--- src/rtl/reg_scoreboard_if.sv ---
// reg_scoreboard_if: issue/writeback handshake and scoreboard status bundle
interface reg_scoreboard_if;
  logic        issue_valid;
  logic [4:0]  issue_rd;
  logic [4:0]  rs_a;
  logic [4:0]  rs_b;
  logic        wb_valid;
  logic [4:0]  wb_rd;
  logic        stall;
  logic [31:0] wb_we;
  logic [31:0] pending;
  logic [5:0]  pending_count;
  logic        wb_err;
  modport master (
    output issue_valid, issue_rd, rs_a, rs_b, wb_valid, wb_rd,
    input  stall, wb_we, pending, pending_count, wb_err
  );
  modport slave (
    input  issue_valid, issue_rd, rs_a, rs_b, wb_valid, wb_rd,
    output stall, wb_we, pending, pending_count, wb_err
  );
endinterface

--- src/rtl/reg_scoreboard.sv ---
// reg_scoreboard: destination-register pending tracker with RAW/WAW stall and one-hot writeback enable
module reg_scoreboard #(
  parameter bit BYPASS = 1'b1
) (
  input logic             clk,
  input logic             rst_n,
  reg_scoreboard_if.slave sb
);
  logic [31:0] wb_hit;
  logic [31:0] eff;
  logic [31:0] set_vec;
  logic [31:0] pend_nxt;
  logic [5:0]  cnt_nxt;
  logic        accepted;
  logic        err_hit;
  always_comb begin
    wb_hit    = sb.wb_valid ? (32'd1 << sb.wb_rd) : '0;
    wb_hit[0] = 1'b0;
    // a same-cycle writeback hides its register from the hazard check only when forwarding exists
    eff       = sb.pending & ~(BYPASS ? wb_hit : 32'd0);
    sb.stall  = sb.issue_valid & (eff[sb.rs_a] | eff[sb.rs_b] | eff[sb.issue_rd]);
    accepted  = sb.issue_valid & ~sb.stall;
    set_vec   = accepted ? (32'd1 << sb.issue_rd) : '0;
    set_vec[0] = 1'b0;
    pend_nxt  = set_vec | (sb.pending & ~wb_hit);
    err_hit   = sb.wb_valid & (sb.wb_rd != 5'd0) & ~sb.pending[sb.wb_rd];
    cnt_nxt   = '0;
    for (int i = 1; i < 32; i++) cnt_nxt = cnt_nxt + {5'd0, pend_nxt[i]};
  end
  always_ff @(posedge clk or negedge rst_n) begin
    if (!rst_n) begin
      sb.pending       <= '0;
      sb.pending_count <= '0;
      sb.wb_we         <= '0;
      sb.wb_err        <= 1'b0;
    end else begin
      sb.pending       <= pend_nxt;
      sb.pending_count <= cnt_nxt;
      sb.wb_we         <= wb_hit;
      sb.wb_err        <= sb.wb_err | err_hit;
    end
  end
endmodule

--- src/flat_wrapper.sv ---
// flat-port wrapper written by rule: the top's interface ports become plain ports
module reg_scoreboard_flat 
#(
  parameter bit BYPASS = 1'b1
)
  (clk, rst_n, sb_issue_valid, sb_issue_rd, sb_rs_a, sb_rs_b, sb_wb_valid, sb_wb_rd, sb_stall, sb_wb_we, sb_pending, sb_pending_count, sb_wb_err);
  reg_scoreboard_if sb_i ();
  input logic clk;
  input logic rst_n;
  input wire logic [$bits(sb_i.issue_valid)-1:0] sb_issue_valid;
  input wire logic [$bits(sb_i.issue_rd)-1:0] sb_issue_rd;
  input wire logic [$bits(sb_i.rs_a)-1:0] sb_rs_a;
  input wire logic [$bits(sb_i.rs_b)-1:0] sb_rs_b;
  input wire logic [$bits(sb_i.wb_valid)-1:0] sb_wb_valid;
  input wire logic [$bits(sb_i.wb_rd)-1:0] sb_wb_rd;
  output wire logic [$bits(sb_i.stall)-1:0] sb_stall;
  output wire logic [$bits(sb_i.wb_we)-1:0] sb_wb_we;
  output wire logic [$bits(sb_i.pending)-1:0] sb_pending;
  output wire logic [$bits(sb_i.pending_count)-1:0] sb_pending_count;
  output wire logic [$bits(sb_i.wb_err)-1:0] sb_wb_err;
  assign sb_i.issue_valid = sb_issue_valid;
  assign sb_i.issue_rd = sb_issue_rd;
  assign sb_i.rs_a = sb_rs_a;
  assign sb_i.rs_b = sb_rs_b;
  assign sb_i.wb_valid = sb_wb_valid;
  assign sb_i.wb_rd = sb_wb_rd;
  assign sb_stall = sb_i.stall;
  assign sb_wb_we = sb_i.wb_we;
  assign sb_pending = sb_i.pending;
  assign sb_pending_count = sb_i.pending_count;
  assign sb_wb_err = sb_i.wb_err;
  reg_scoreboard #(.BYPASS(BYPASS)) u_core (.clk(clk), .rst_n(rst_n), .sb(sb_i));
endmodule
--- config.mk ---
export PLATFORM = sky130hd
export DESIGN_NAME = reg_scoreboard_flat
export DESIGN_NICKNAME = d
export VERILOG_FILES = /design/src/rtl/reg_scoreboard_if.sv /design/src/rtl/reg_scoreboard.sv /design/src/flat_wrapper.sv
export SDC_FILE = /design/constraint.sdc
export NUM_CORES = 1
export LEC_CHECK = 0
export ABC_AREA = 1
export BUFFER_PORTS_ARGS = -buffer_cell sky130_fd_sc_hd__buf_2
export CAP_MARGIN = 10
export CORE_UTILIZATION = 30
export CTS_BUF_LIST = sky130_fd_sc_hd__clkbuf_4 sky130_fd_sc_hd__clkbuf_8
export DETAILED_ROUTE_END_ITERATION = 10
export PLACE_DENSITY = 0.58
export SLEW_MARGIN = 40
export SYNTH_ARGS = -nofsm -noshare
export SYNTH_HDL_FRONTEND = slang
export SYNTH_SLANG_ARGS = --single-unit
--- constraint.sdc ---
create_clock -name clk -period 5.34 [get_ports clk]
set_clock_uncertainty 0.1 [all_clocks]
set_input_delay 0 -clock clk [delete_from_list [all_inputs] [get_ports clk]]
set_output_delay 0 -clock clk [all_outputs]
set_load 0.02 [all_outputs]
# Word-level counts from Yosys, hierarchy flattened
# Cells that the tools add are included.
# word_totals
reg_bits,70
in_bits,24
output_inout_bits,72
wordCells,63
# classes
add_sub_neg,30
magnitude_cmp,4
shifts,2
n_mux,10
bitwise,12
n_reduce_logical,1
# ops
cell,n
adder 6 x 1 -> 6 bit,29
2-to-1 mux 32 bit,2
"left shift 1 x 5 -> 32 bit, first input constant",2
AND 32 bit,1
NOT 32 bit,1
OR 32 bit,1
"< comparator 5 x 6 -> 1 bit, second input constant",4
binary-select mux 1 bit (select 5 bit),4
nonzero test 5 bit,1
AND 1 bit,4
2-to-1 mux 1 bit,4
OR 1 bit,3
adder 1 x 1 -> 2 bit,1
NOT 1 bit,2

# Longest topological paths before layout
# Gate-level depths: netlist (run 1).
# depth
word_depth,43
mapped_depth,33
depth_no_buf,32

# Worst setup path after synthesis (run 1)
# No wires, ideal clock.
# synth_path
kind,input to register
from,in sb_rs_b[0]
to,reg u_core.sb.pending_count[4]
setup_time_ns,0.080
arrival_ns,5.937
required_ns,5.160
slack_ns,-0.777
cell_stages,32
path_buffers,2
cell_sequence,buf_2 clkinv_1 nor2_1 inv_1 nor2_1 nor2_1 nand2_1 nand3_1 nand3_1 nand2_1 nand2_1 nor2_4 buf_4 nand3_1 nand2_1 ha_1 inv_1 fa_1 inv_1 fa_1 fa_1 fa_1 fa_1 inv_1 fa_1 inv_1 ha_1 fa_1 a21oi_1 nor2_1 nor2_1 xnor2_1
# synth_via
elab_chain_len,39
# synth_rtl
element,line,rtl
"start, declared",flat_wrapper.sv:13,input wire logic [$bits(sb_i.rs_b)-1:0] sb_rs_b;
binary-select mux 1 bit (select 5 bit),reg_scoreboard.sv:21,sb.stall = sb.issue_valid & (eff[sb.rs_a] | eff[sb.rs_b] | eff[sb.issue_rd]);
2-to-1 mux 1 bit (not written as such),reg_scoreboard.sv:21,
OR 1 bit (2 in series),reg_scoreboard.sv:21,
AND 1 bit,reg_scoreboard.sv:21,
NOT 1 bit,reg_scoreboard.sv:22,accepted = sb.issue_valid & ~sb.stall;
AND 1 bit,reg_scoreboard.sv:22,
2-to-1 mux 32 bit,reg_scoreboard.sv:23,set_vec = accepted ? (32'd1 << sb.issue_rd) : '0;
OR 32 bit,reg_scoreboard.sv:25,pend_nxt = set_vec | (sb.pending & ~wb_hit);
via u_core.pend_nxt[1],reg_scoreboard.sv:12,logic [31:0] pend_nxt;
adder 1 x 1 -> 2 bit,reg_scoreboard.sv:28,"for (int i = 1; i < 32; i++) cnt_nxt = cnt_nxt + {5'd0, pend_nxt[i]};"
adder 6 x 1 -> 6 bit (29 in series),reg_scoreboard.sv:28,
via u_core.cnt_nxt[4],reg_scoreboard.sv:13,logic [5:0] cnt_nxt;
"end signal, assigned",reg_scoreboard.sv:38,sb.pending_count <= cnt_nxt;
"end, declared",reg_scoreboard_if.sv:20,"output stall, wb_we, pending, pending_count, wb_err"
# The timed path passes the listed nets, and every way through them passes these cells. The select of a mux whose other input is x is not followed.

# Final worst setup path (run 1)
# layout_path
from,reg u_core.sb.pending[4]
to,reg u_core.sb.pending_count[4]
# layout_via
elab_cells_between_ends,44
classes_between,add/sub: 30; mux: 7; bitwise: 7
# layout_lines
element,line,rtl
"start, declared",reg_scoreboard_if.sv:20,
"start signal, assigned",reg_scoreboard.sv:37,sb.pending <= pend_nxt;
AND 32 bit (*),reg_scoreboard.sv:20,eff = sb.pending & ~(BYPASS ? wb_hit : 32'd0);
binary-select mux 1 bit (select 5 bit),reg_scoreboard.sv:21,
2-to-1 mux 1 bit (not written as such),reg_scoreboard.sv:21,
OR 1 bit,reg_scoreboard.sv:21,
OR 1 bit (*),reg_scoreboard.sv:21,
AND 1 bit (*),reg_scoreboard.sv:21,
NOT 1 bit (*),reg_scoreboard.sv:22,
AND 1 bit (*),reg_scoreboard.sv:22,
2-to-1 mux 32 bit (*),reg_scoreboard.sv:23,
OR 32 bit (*),reg_scoreboard.sv:25,
via u_core.pend_nxt[9],reg_scoreboard.sv:12,
adder 6 x 1 -> 6 bit (*) (23 in series),reg_scoreboard.sv:28,
via u_core.cnt_nxt[4],reg_scoreboard.sv:13,
# Mark *: on every way through the listed nets, which the timed path passes. The rest lies on a longest branch. The select of a mux whose other input is x is not followed.

==> results of run 1 <==
==> cell families after synthesis <==
logic type / share of synthesized area, %
adder cells (fa/ha/maj): 11.4
AND/OR/NAND/NOR: 38.2
buffers and inverters: 11.5
AO/OA/AOI/OAI: 4.00
flip-flops: 34.3
other: 0.0745
XOR/XNOR: 0.522
==> worst min-delay path: stages <==
cell and delay, ps:
buf_2 140, nor2_1 70, nand3_2 60, nand2_1 70, buf_4 130
==> routing by layer <==
| layer | GRT usage (%) | vias up | wire [um] |
|---|---|---|---|
| li1 | - | 2802 | - |
| met1 | 33.4 | 2723 | 8910 |
| met2 | 40.2 | 255 | 9910 |
| met3 | 4.67 | 50 | 1590 |
| met4 | 12.6 | 0 | 1040 |
| met5 | 0 | - | 0 |
==> power breakdown <==
group          total [mW]  internal, mW  switching, mW
Clock               0.445         0.221          0.224
Sequential          0.679         0.610         0.0691
Combinational        2.33          1.09           1.24
Total                3.46          1.93           1.53
==> worst paths after layout <==
kind,startpoint,endpoint,cells past startpoint
max,u_core.sb.pending[4]$_DFF_PN0_,u_core.sb.pending_count[4]$_DFF_PN0_,29
min,sb_issue_rd[4],u_core.sb.pending[11]$_DFF_PN0_,5
max reg2reg,u_core.sb.pending[4]$_DFF_PN0_,u_core.sb.pending_count[4]$_DFF_PN0_,29
min reg2reg,u_core.sb.wb_err$_DFF_PN0_,u_core.sb.wb_err$_DFF_PN0_,2
max in group asynchronous,rst_n,u_core.sb.pending[3]$_DFF_PN0_,3
min in group asynchronous,rst_n,u_core.sb.wb_we[26]$_DFF_PN0_,3
==> cell type report <==
cell class | count | share of cell area, %
sequential | 69 | 22.0
clock buffer | 10 | 1.63
inverter | 121 | 5.68
clock inverter | 6 | 0.793
timing repair buffer | 318 | 28.0
multi-input combinational | 490 | 38.6
tap | 216 | 3.36
==> placed cells by master (no fill, tap or decap), types with 3 or more instances in the layout <==
cell type	Yosys	routed
buf_4	5	204
nand2_1	183	148
buf_2	6	93
inv_1	93	85
nand3_1	102	85
nor2_1	80	74
nand2_2	15	39
dfrtp_1	69	38
nand3_2	16	33
dfrtp_2	0	31
inv_2	21	29
fa_1	23	18
nand2_4	0	11
buf_6	2	10
o21ai_1	13	9
clkbuf_8	0	9
nor2_4	4	8
dlygate4sd3_1	0	8
nor2_2	5	7
nand4_1	6	6
ha_1	9	6
clkinv_1	7	5
o21ai_2	0	5
nor4_1	5	5
fa_2	0	5
clkinv_2	0	4
nand3b_1	3	3
a41oi_1	3	3
a22oi_1	3	3
ha_4	0	3
buf_12	0	3
==> metrics by stage <==
step           TNS, ps  instance area (um2)
2_1_floorplan    -1340                 5220
3_3_place_gp     -6480                 7290
3_5_place_dp     -6200                 7290
4_1_cts          -3010                 7790
5_1_grt          -3810                 8040
6_report         -2620                 8040
==> timing repair <==
action / in CTS / in global routing
pin swaps: 19 / 40
endpoints found under the setup margin: 6 / 6
hold buffers: 8 / 0
cloned: 0 / 0
hold endpoints to repair: 78 / 0
buffers inserted: 14 / 10
resized for setup: 28 / 47
==> flip-flops by register name, indices dropped and copies added (netlist names) <==
register,flops
u_core.sb.pending,31
u_core.sb.pending_count,6
u_core.sb.wb_we,31
u_core.sb.wb_err,1
==> impl_metrics.csv, run 1 <==
group,metric,value,unit
critical_path,crit_path_max_incr_delay,550,ps
layout,final_nets,1065,
critical_path,critPathBufInv,6,
place,pre_cts_slack,-1260,ps
timing,fmax,0.166,GHz
power,p_per_area,430,mW/mm2
critical_path,startpoint_type,"register",
clocking,cts_tree,"done",
clocking,cts_sinks,69,
synthesis,synthTopCellsByArea,"dfrtp_1 34%, nand2_1 14%, nand3_1 10%",
synthesis,yosysUniqueCellTypes,37,
floorplanning,rows,46,
floorplanning,dieWidth,132,um
critical_path,crit_slowest_cell,"fa_2",
routing,drt_iter0_markers,488,
layout,final_core_utilization,49.9,%
clocking,cts_htree_levels,3,
critical_path,crit_type,"register to register",
critical_path,critPathTopFamily,"adder cells",
routing,final_antenna_net_count,0,
clocking,clk_path_buf_depth,2,
timing,setup_viol,5,
synthesis,synth_top_area_share,34.3,%
synthesis,syn_area,0.00503,mm2
floorplanning,start_util,31.2,%
outcome,status,"finished with violations",
routing,dr.pass1.iters,6,
synthesis,ys_seq_area_share,34.3,%
synthesis,synthTopCellsByCount,"183 x nand2_1, 102 x nand3_1, 93 x inv_1",
timing,final_max_slew_viol_count,0,
clocking,cts_root_buf,"clkbuf_8",
layout,multi_input_area,0.00311,mm2
min_path,hold_class,"input pin to register",
layout,syn2layout_area_growth,59.8,%
critical_path,required,5540,ps
critical_path,cp_max_fo,7,
place,place_congestion,1.06,
global_routing,track_usage,25.5,%
global_routing,gr-total-overflow,0,
job,cap_violations,0,
global_routing,grt_pass1_wl,32600,um
clocking,worstSkewPairLatency,380,ps
synthesis,async_flop_share,100,%
floorplanning,core,0.0161,mm2
synthesis,syn_inst,701,
critical_path,cp-end-kind,"register",
power,finalPower,3.46,mW
critical_path,rrSetupSlack,-690,ps
timing,tightest_slew,627,ps
layout,drive_gt1_share,49.6,%
outcome,violations,"setup timing",
routing,vias_per_cell,4.74,
synthesis,syn_area_per_cell,7.18,um2
global_routing,antenna_found_initial,0,
routing,num_vias,5830,
timing,period_share,113,%
timing,grt_setup_unrepaired,"yes",
synthesis,synthMostInstantiatedCell,"nand2_1",
power,ir_drop,621,uV
floorplanning,io_pins,96,
floorplanning,die_h,132,um
timing,hold-worst-slack,32.9,ps
layout,antennaDiodeCount,0,
synthesis,ys_ff_latch,69,
synthesis,yosys.area.top_type,"dfrtp_1",
clocking,cts_made_buffers,9,
place,hpwl,17000,um
synthesis,synth_edf_count,0,
layout,fillers,1633,
layout,layoutNonFillerInstCount,1230,
clocking,path_clk_slew,80,ps
layout,register_area,0.00177,mm2
timing,slew_headroom,58.2,%
place,portBuffers,93,
place,dp.cells,1182,
timing,period_needed,6030,ps
routing,routed_wl,21400,um
timing,worst_slack,-689,ps
routing,drc,0,
routing,wl_per_cell,17.4,um
critical_path,cp.arrival,6230,ps
synthesis,ys.flop_type,"dfrtp_1",
timing,final-hold-violation-count,0,
power,leakage,4.47,nW
global_routing,grt_pass1_vias,5580,
global_routing,grt_max_degree,70,
synthesis,ys.warnings.count,0,
floorplanning,die_area,0.0173,mm2
(Power assumes the default switching activity.)
==> run 2: changes to the inputs <==
--- a/config.mk
+++ b/config.mk
@@ -8,10 +8,10 @@
 export ABC_AREA = 1
 export BUFFER_PORTS_ARGS = -buffer_cell sky130_fd_sc_hd__buf_2
 export CAP_MARGIN = 10
-export CORE_UTILIZATION = 30
+export CORE_UTILIZATION = 25
 export CTS_BUF_LIST = sky130_fd_sc_hd__clkbuf_4 sky130_fd_sc_hd__clkbuf_8
 export DETAILED_ROUTE_END_ITERATION = 10
-export PLACE_DENSITY = 0.58
+export PLACE_DENSITY = 0.52
 export SLEW_MARGIN = 40
 export SYNTH_ARGS = -nofsm -noshare
 export SYNTH_HDL_FRONTEND = slang
==> impl_metrics.csv, run 2 (same netlist as run 1, synthesis figures left out) <==
group,metric,value,unit
layout,final_nets,1056,
clocking,worstSkewPairLatency,390,ps
global_routing,gr-total-overflow,0,
floorplanning,die_area,0.0207,mm2
floorplanning,rows,51,
timing,worst_slack,-855,ps
routing,final_antenna_net_count,0,
global_routing,met3_usage,2.20,%
global_routing,grt_pass1_wl,33200,um
layout,final_core_utilization,40.9,%
floorplanning,io_pins,96,
global_routing,grt_max_degree,70,
layout,drive_gt1_share,48.5,%
place,place_congestion,1.10,
critical_path,crit_slowest_cell,"fa_1",
routing,dr.pass1.iters,5,
clocking,cts_made_buffers,9,
layout,antennaDiodeCount,0,
layout,mostFrequentLayoutCell,"buf_4",
critical_path,crit_path_max_incr_delay,580,ps
routing,drt_iter0_markers,568,
place,hpwl,17800,um
routing,num_vias,5787,
place,pre_cts_slack,-1200,ps
critical_path,critPathBufInv,5,
outcome,status,"finished with violations",
routing,vias_per_cell,4.56,
routing,drc,0,
critical_path,critPathTopFamily,"adder cells",
floorplanning,dieWidth,144,um
clocking,cts_sinks,69,
layout,fillers,2017,
power,swShare,44.5,%
timing,grt_setup_unrepaired,"yes",
clocking,cts_htree_levels,3,
floorplanning,die_h,144,um
critical_path,worst_path_most_repeated_cell,"fa_2",
routing,routed_wl,22200,um
critical_path,cp.arrival,6400,ps
job,cap_violations,0,
power,finalPower,3.29,mW
place,placed_area,0.00734,mm2
layout,final_cell_mix,"200 x buf_4, 154 x nand2_1, 91 x nand3_1, 91 x buf_2, 87 x inv_1",
outcome,violations,"setup timing",
critical_path,cp-end-kind,"register",
timing,final-hold-violation-count,0,
power,leakage,4.44,nW
timing,period_share,116,%
power,power.switching,1.46,mW
power,power.internal,1.83,mW
critical_path,crit_type,"register to register",
critical_path,required,5550,ps
floorplanning,core,0.0196,mm2
timing,fmax,0.161,GHz
min_path,hold_class,"input pin to register",
power,seqPwrFrac,20.6,%
timing,slew_headroom,57.2,%
timing,final_max_slew_viol_count,0,
global_routing,antenna_found_initial,0,
critical_path,cp_max_fo,4,
global_routing,track_usage,22.4,%
routing,wl_per_cell,17.5,um
layout,reg_top3,"u_core.sb.pending (31), u_core.sb.wb_we (31), u_core.sb.pending_count (6)",
critical_path,startpoint_type,"register",
power,p_per_area,411,mW/mm2
floorplanning,start_util,25.7,%
clocking,path_clk_slew,90,ps
global_routing,grt_busiest_layer,"met2",
clocking,cts_root_buf,"clkbuf_8",
timing,period_needed,6200,ps
power,p_comb_share,65.8,%
global_routing,grt_pass1_vias,5592,
global_routing,grt_use_met2,35.2,%
clocking,cts_tree,"done",
power,ir_drop,486,uV
layout,syn2layout_area_growth,59.0,%
timing,tightest_slew,643,ps
timing,hold-worst-slack,0.659,ps
place,portBuffers,93,
timing,setup_viol,6,
clocking,clk_path_buf_depth,2,
layout,final_cell_area,0.00800,mm2
power,p_clk_share,13.6,%
global_routing,grt_util_met1,29.9,%
## run 2: changes by cell type in the layout (fill, tap and decap cells not counted), sizes merged
cell / delta
clkinvlp: +1
dlygate4sd3: -6
buf: -4
## run 2: final cells by class
class,count,area (um2),share of cell area (%)
Tap cell,265,332,4.14
Clock inverter,7,75.1,0.938
Inverter,121,457,5.71
Clock buffer,9,124,1.55
Sequential cell,69,1770,22.1
Multi-Input combinational cell,490,3060,38.2
Timing Repair Buffer,309,2190,27.4
## run 2: path summary, 6_finish.rpt
path,cells past startpoint,from,endpoint,slack [ps]
worst max-delay path,29,u_core.sb.pending[27]$_DFF_PN0_,u_core.sb.pending_count[4]$_DFF_PN0_,-860
worst min-delay path,5,sb_wb_rd[1],u_core.sb.wb_we[28]$_DFF_PN0_,0.7
worst max register to register,29,u_core.sb.pending[27]$_DFF_PN0_,u_core.sb.pending_count[4]$_DFF_PN0_,-860
worst min register to register,2,u_core.sb.wb_err$_DFF_PN0_,u_core.sb.wb_err$_DFF_PN0_,380
max in group asynchronous,2,rst_n,u_core.sb.pending[21]$_DFF_PN0_,4570
min in group asynchronous,2,rst_n,u_core.sb.wb_we[31]$_DFF_PN0_,100
## run 2: routing by layer
| metal | vias up | routed length [um] |
|---|---|---|
| met3 | 58 | 1280 |
| met4 | 0 | 1140 |
| li1 | 2786 | - |
| met2 | 247 | 10200 |
| met5 | - | 0 |
| met1 | 2696 | 9590 |
## run 2: repair_timing
action	4_1_cts	5_1_grt
buffers inserted	14	16
setup endpoints to repair	6	6
endpoints found under the hold margin	71	0
resized for setup	35	33
pin swaps	18	35
hold buffers	2	0
## run 2: power by group through the flow
stage,Sequential (mW),Combinational [mW],Clock (mW)
5_1_grt,0.681,2.41,0.482
6_report,0.677,2.17,0.449
3_3_place_gp,0.683,1.95,0
4_1_cts,0.674,2.16,0.460
3_5_place_dp,0.682,1.96,0
2_1_floorplan,0.739,1.20,0
## run 2: worst register-to-register path: cells and delay by family (launching register included)
kind	cells	cell delay [ps]
AOI/OAI and AO/OA	2	260
xor gates and xnor gates	1	130
adders and majority gates	9	3720
buffers and inverters	5	320
DFF	1	440
and+or+nand+nor	12	1170
## run 2: through the flow
step           setup TNS (ps)  cells
3_5_place_dp            -5870   1225
2_1_floorplan           -1340    702
6_report                -3490   1270
4_1_cts                 -3350   1257
5_1_grt                 -4640   1270
3_3_place_gp            -5790   1225
==> run 3: changes to the inputs <==
--- a/config.mk
+++ b/config.mk
@@ -8,6 +8,7 @@
 export ABC_AREA = 1
 export BUFFER_PORTS_ARGS = -buffer_cell sky130_fd_sc_hd__buf_2
 export CAP_MARGIN = 10
+export CORE_MARGIN = 10
 export CORE_UTILIZATION = 25
 export CTS_BUF_LIST = sky130_fd_sc_hd__clkbuf_4 sky130_fd_sc_hd__clkbuf_8
 export DETAILED_ROUTE_END_ITERATION = 10
==> impl_metrics.csv, run 3 (same netlist as run 1, synthesis figures left out) <==
group,metric,value,unit
routing,drc,0,
floorplanning,io_pins,96,
power,ir_drop,558,uV
timing,slew_headroom,57.0,%
floorplanning,die_h,162,um
global_routing,gr-total-overflow,0,
routing,num_vias,5909,
place,hpwl,19100,um
floorplanning,die_area,0.0262,mm2
routing,vias_per_cell,4.60,
clocking,cts_htree_levels,3,
timing,finalSetupTns,-3160,ps
layout,mostFrequentLayoutCell,"buf_4",
power,leakage,4.53,nW
layout,drive_gt1_share,49.7,%
critical_path,crit_slowest_cell,"fa_1",
floorplanning,core,0.0197,mm2
global_routing,grt_pass1_vias,5827,
clocking,cts_root_buf,"clkbuf_8",
routing,routed_wl,23900,um
critical_path,cp_max_fo,8,
timing,period_needed,6050,ps
floorplanning,dieWidth,162,um
layout,final_cell_area,0.00819,mm2
critical_path,crit_path_max_incr_delay,560,ps
critical_path,critPathTopFamily,"adder cells",
timing,tightest_slew,645,ps
layout,reg_top3,"u_core.sb.pending (31), u_core.sb.wb_we (31), u_core.sb.pending_count (6)",
timing,grt_setup_unrepaired,"yes",
place,place_congestion,1.06,
routing,dr.pass1.iters,5,
critical_path,cp.arrival,6220,ps
timing,worst_slack,-714,ps
clocking,cts_tree,"done",
timing,final_max_slew_viol_count,0,
routing,final_antenna_net_count,0,
routing,drt_iter0_markers,541,
place,placed_area,0.00739,mm2
critical_path,crit_type,"register to register",
timing,setup_viol,6,
layout,antennaDiodeCount,0,
floorplanning,start_util,25.6,%
critical_path,required,5510,ps
min_path,hold_class,"input pin to register",
power,p_per_area,450,mW/mm2
floorplanning,rows,51,
clocking,cts_made_buffers,9,
global_routing,grt_max_degree,70,
critical_path,critPathBufInv,8,
critical_path,startpoint_type,"register",
layout,layoutNonFillerInstCount,1284,
place,dp.cells,1237,
layout,syn2layout_area_growth,62.6,%
outcome,violations,"setup timing",
timing,final-hold-violation-count,0,
layout,final_nets,1070,
layout,final_cell_mix,"215 x buf_4, 152 x nand2_1, 93 x buf_2, 91 x nand3_1, 84 x inv_1",
timing,fmax,0.165,GHz
critical_path,cp-end-kind,"register",
critical_path,worst_path_most_repeated_cell,"fa_1",
clocking,cts_sinks,69,
outcome,status,"finished with violations",
global_routing,grt_pass1_wl,35500,um
routing,wl_per_cell,18.6,um
place,portBuffers,93,
place,pre_cts_slack,-1340,ps
global_routing,antenna_found_initial,0,
clocking,path_clk_slew,100,ps
job,cap_violations,0,
clocking,worstSkewPairLatency,390,ps
timing,period_share,113,%
global_routing,track_usage,17.9,%
clocking,clk_path_buf_depth,2,
[run 3: timing repair]
action | CTS | global route
hold buffers | 1 | 0
pin swaps | 9 | 19
setup endpoints to repair | 6 | 6
endpoints found under the hold margin | 69 | 0
buffers inserted | 19 | 11
gates resized for setup | 50 | 28
[run 3: tightest hold or removal path: cells and delay by family]
kind            cells  cell delay, ps
compound gates      1             130
buf+inv             2             250
simple gates        2             110
[run 3: layer usage]
metal | vias up | part of all wire [%] | GRT usage [%]
met2 | 258 | 47 | 29.1
met3 | 54 | 7.5 | 2.83
li1 | 2817 | - | -
met1 | 2780 | 42 | 23.0
met5 | - | 0 | 0
met4 | 0 | 3.9 | 7.61
[run 3: where the power goes]
part	internal [mW]	leakage (nW)	switching, mW	total [mW]
registers	0.610	0.883	0.0692	0.679
clock network	0.337	0.126	0.231	0.567
logic	1.15	3.52	1.29	2.43
[run 3: path summary, 6_finish.rpt]
| check | slack (ps) | cells after the start | end | startpoint |
|---|---|---|---|---|
| setup / recovery | -710 | 28 | u_core.sb.pending_count[2]$_DFF_PN0_ | u_core.sb.pending[20]$_DFF_PN0_ |
| hold / removal | 40 | 5 | u_core.sb.wb_err$_DFF_PN0_ | sb_wb_rd[4] |
| setup reg to reg | -710 | 28 | u_core.sb.pending_count[2]$_DFF_PN0_ | u_core.sb.pending[20]$_DFF_PN0_ |
| hold reg to reg | 400 | 2 | u_core.sb.wb_err$_DFF_PN0_ | u_core.sb.wb_err$_DFF_PN0_ |
| max in group asynchronous | 4480 | 3 | u_core.sb.pending[25]$_DFF_PN0_ | rst_n |
| min in group asynchronous | 170 | 3 | u_core.sb.pending[11]$_DFF_PN0_ | rst_n |
[run 3: stage by stage]
| stage | util (%) | power, mW | hold WS (ps) |
|---|---|---|---|
| floorplan | - | 1.94 | -396 |
| global placement | 37.6 | 2.63 | 182 |
| detailed placement | 37.6 | 2.64 | 62.6 |
| CTS | 40.6 | 3.50 | 7.00 |
| global route | 41.6 | 4.03 | 74.8 |
| finish | 41.6 | 3.68 | 44.0 |
[run 3: layout make-up]
class                   instances  area (um2)
clock buffers                  11         151
clock inverters                 5         106
fillers                      2083       11500
inverters                     121         459
multi-input cells             490        3110
flip-flops and latches         69        1770
well taps                     265         332
repair buffers                323        2260
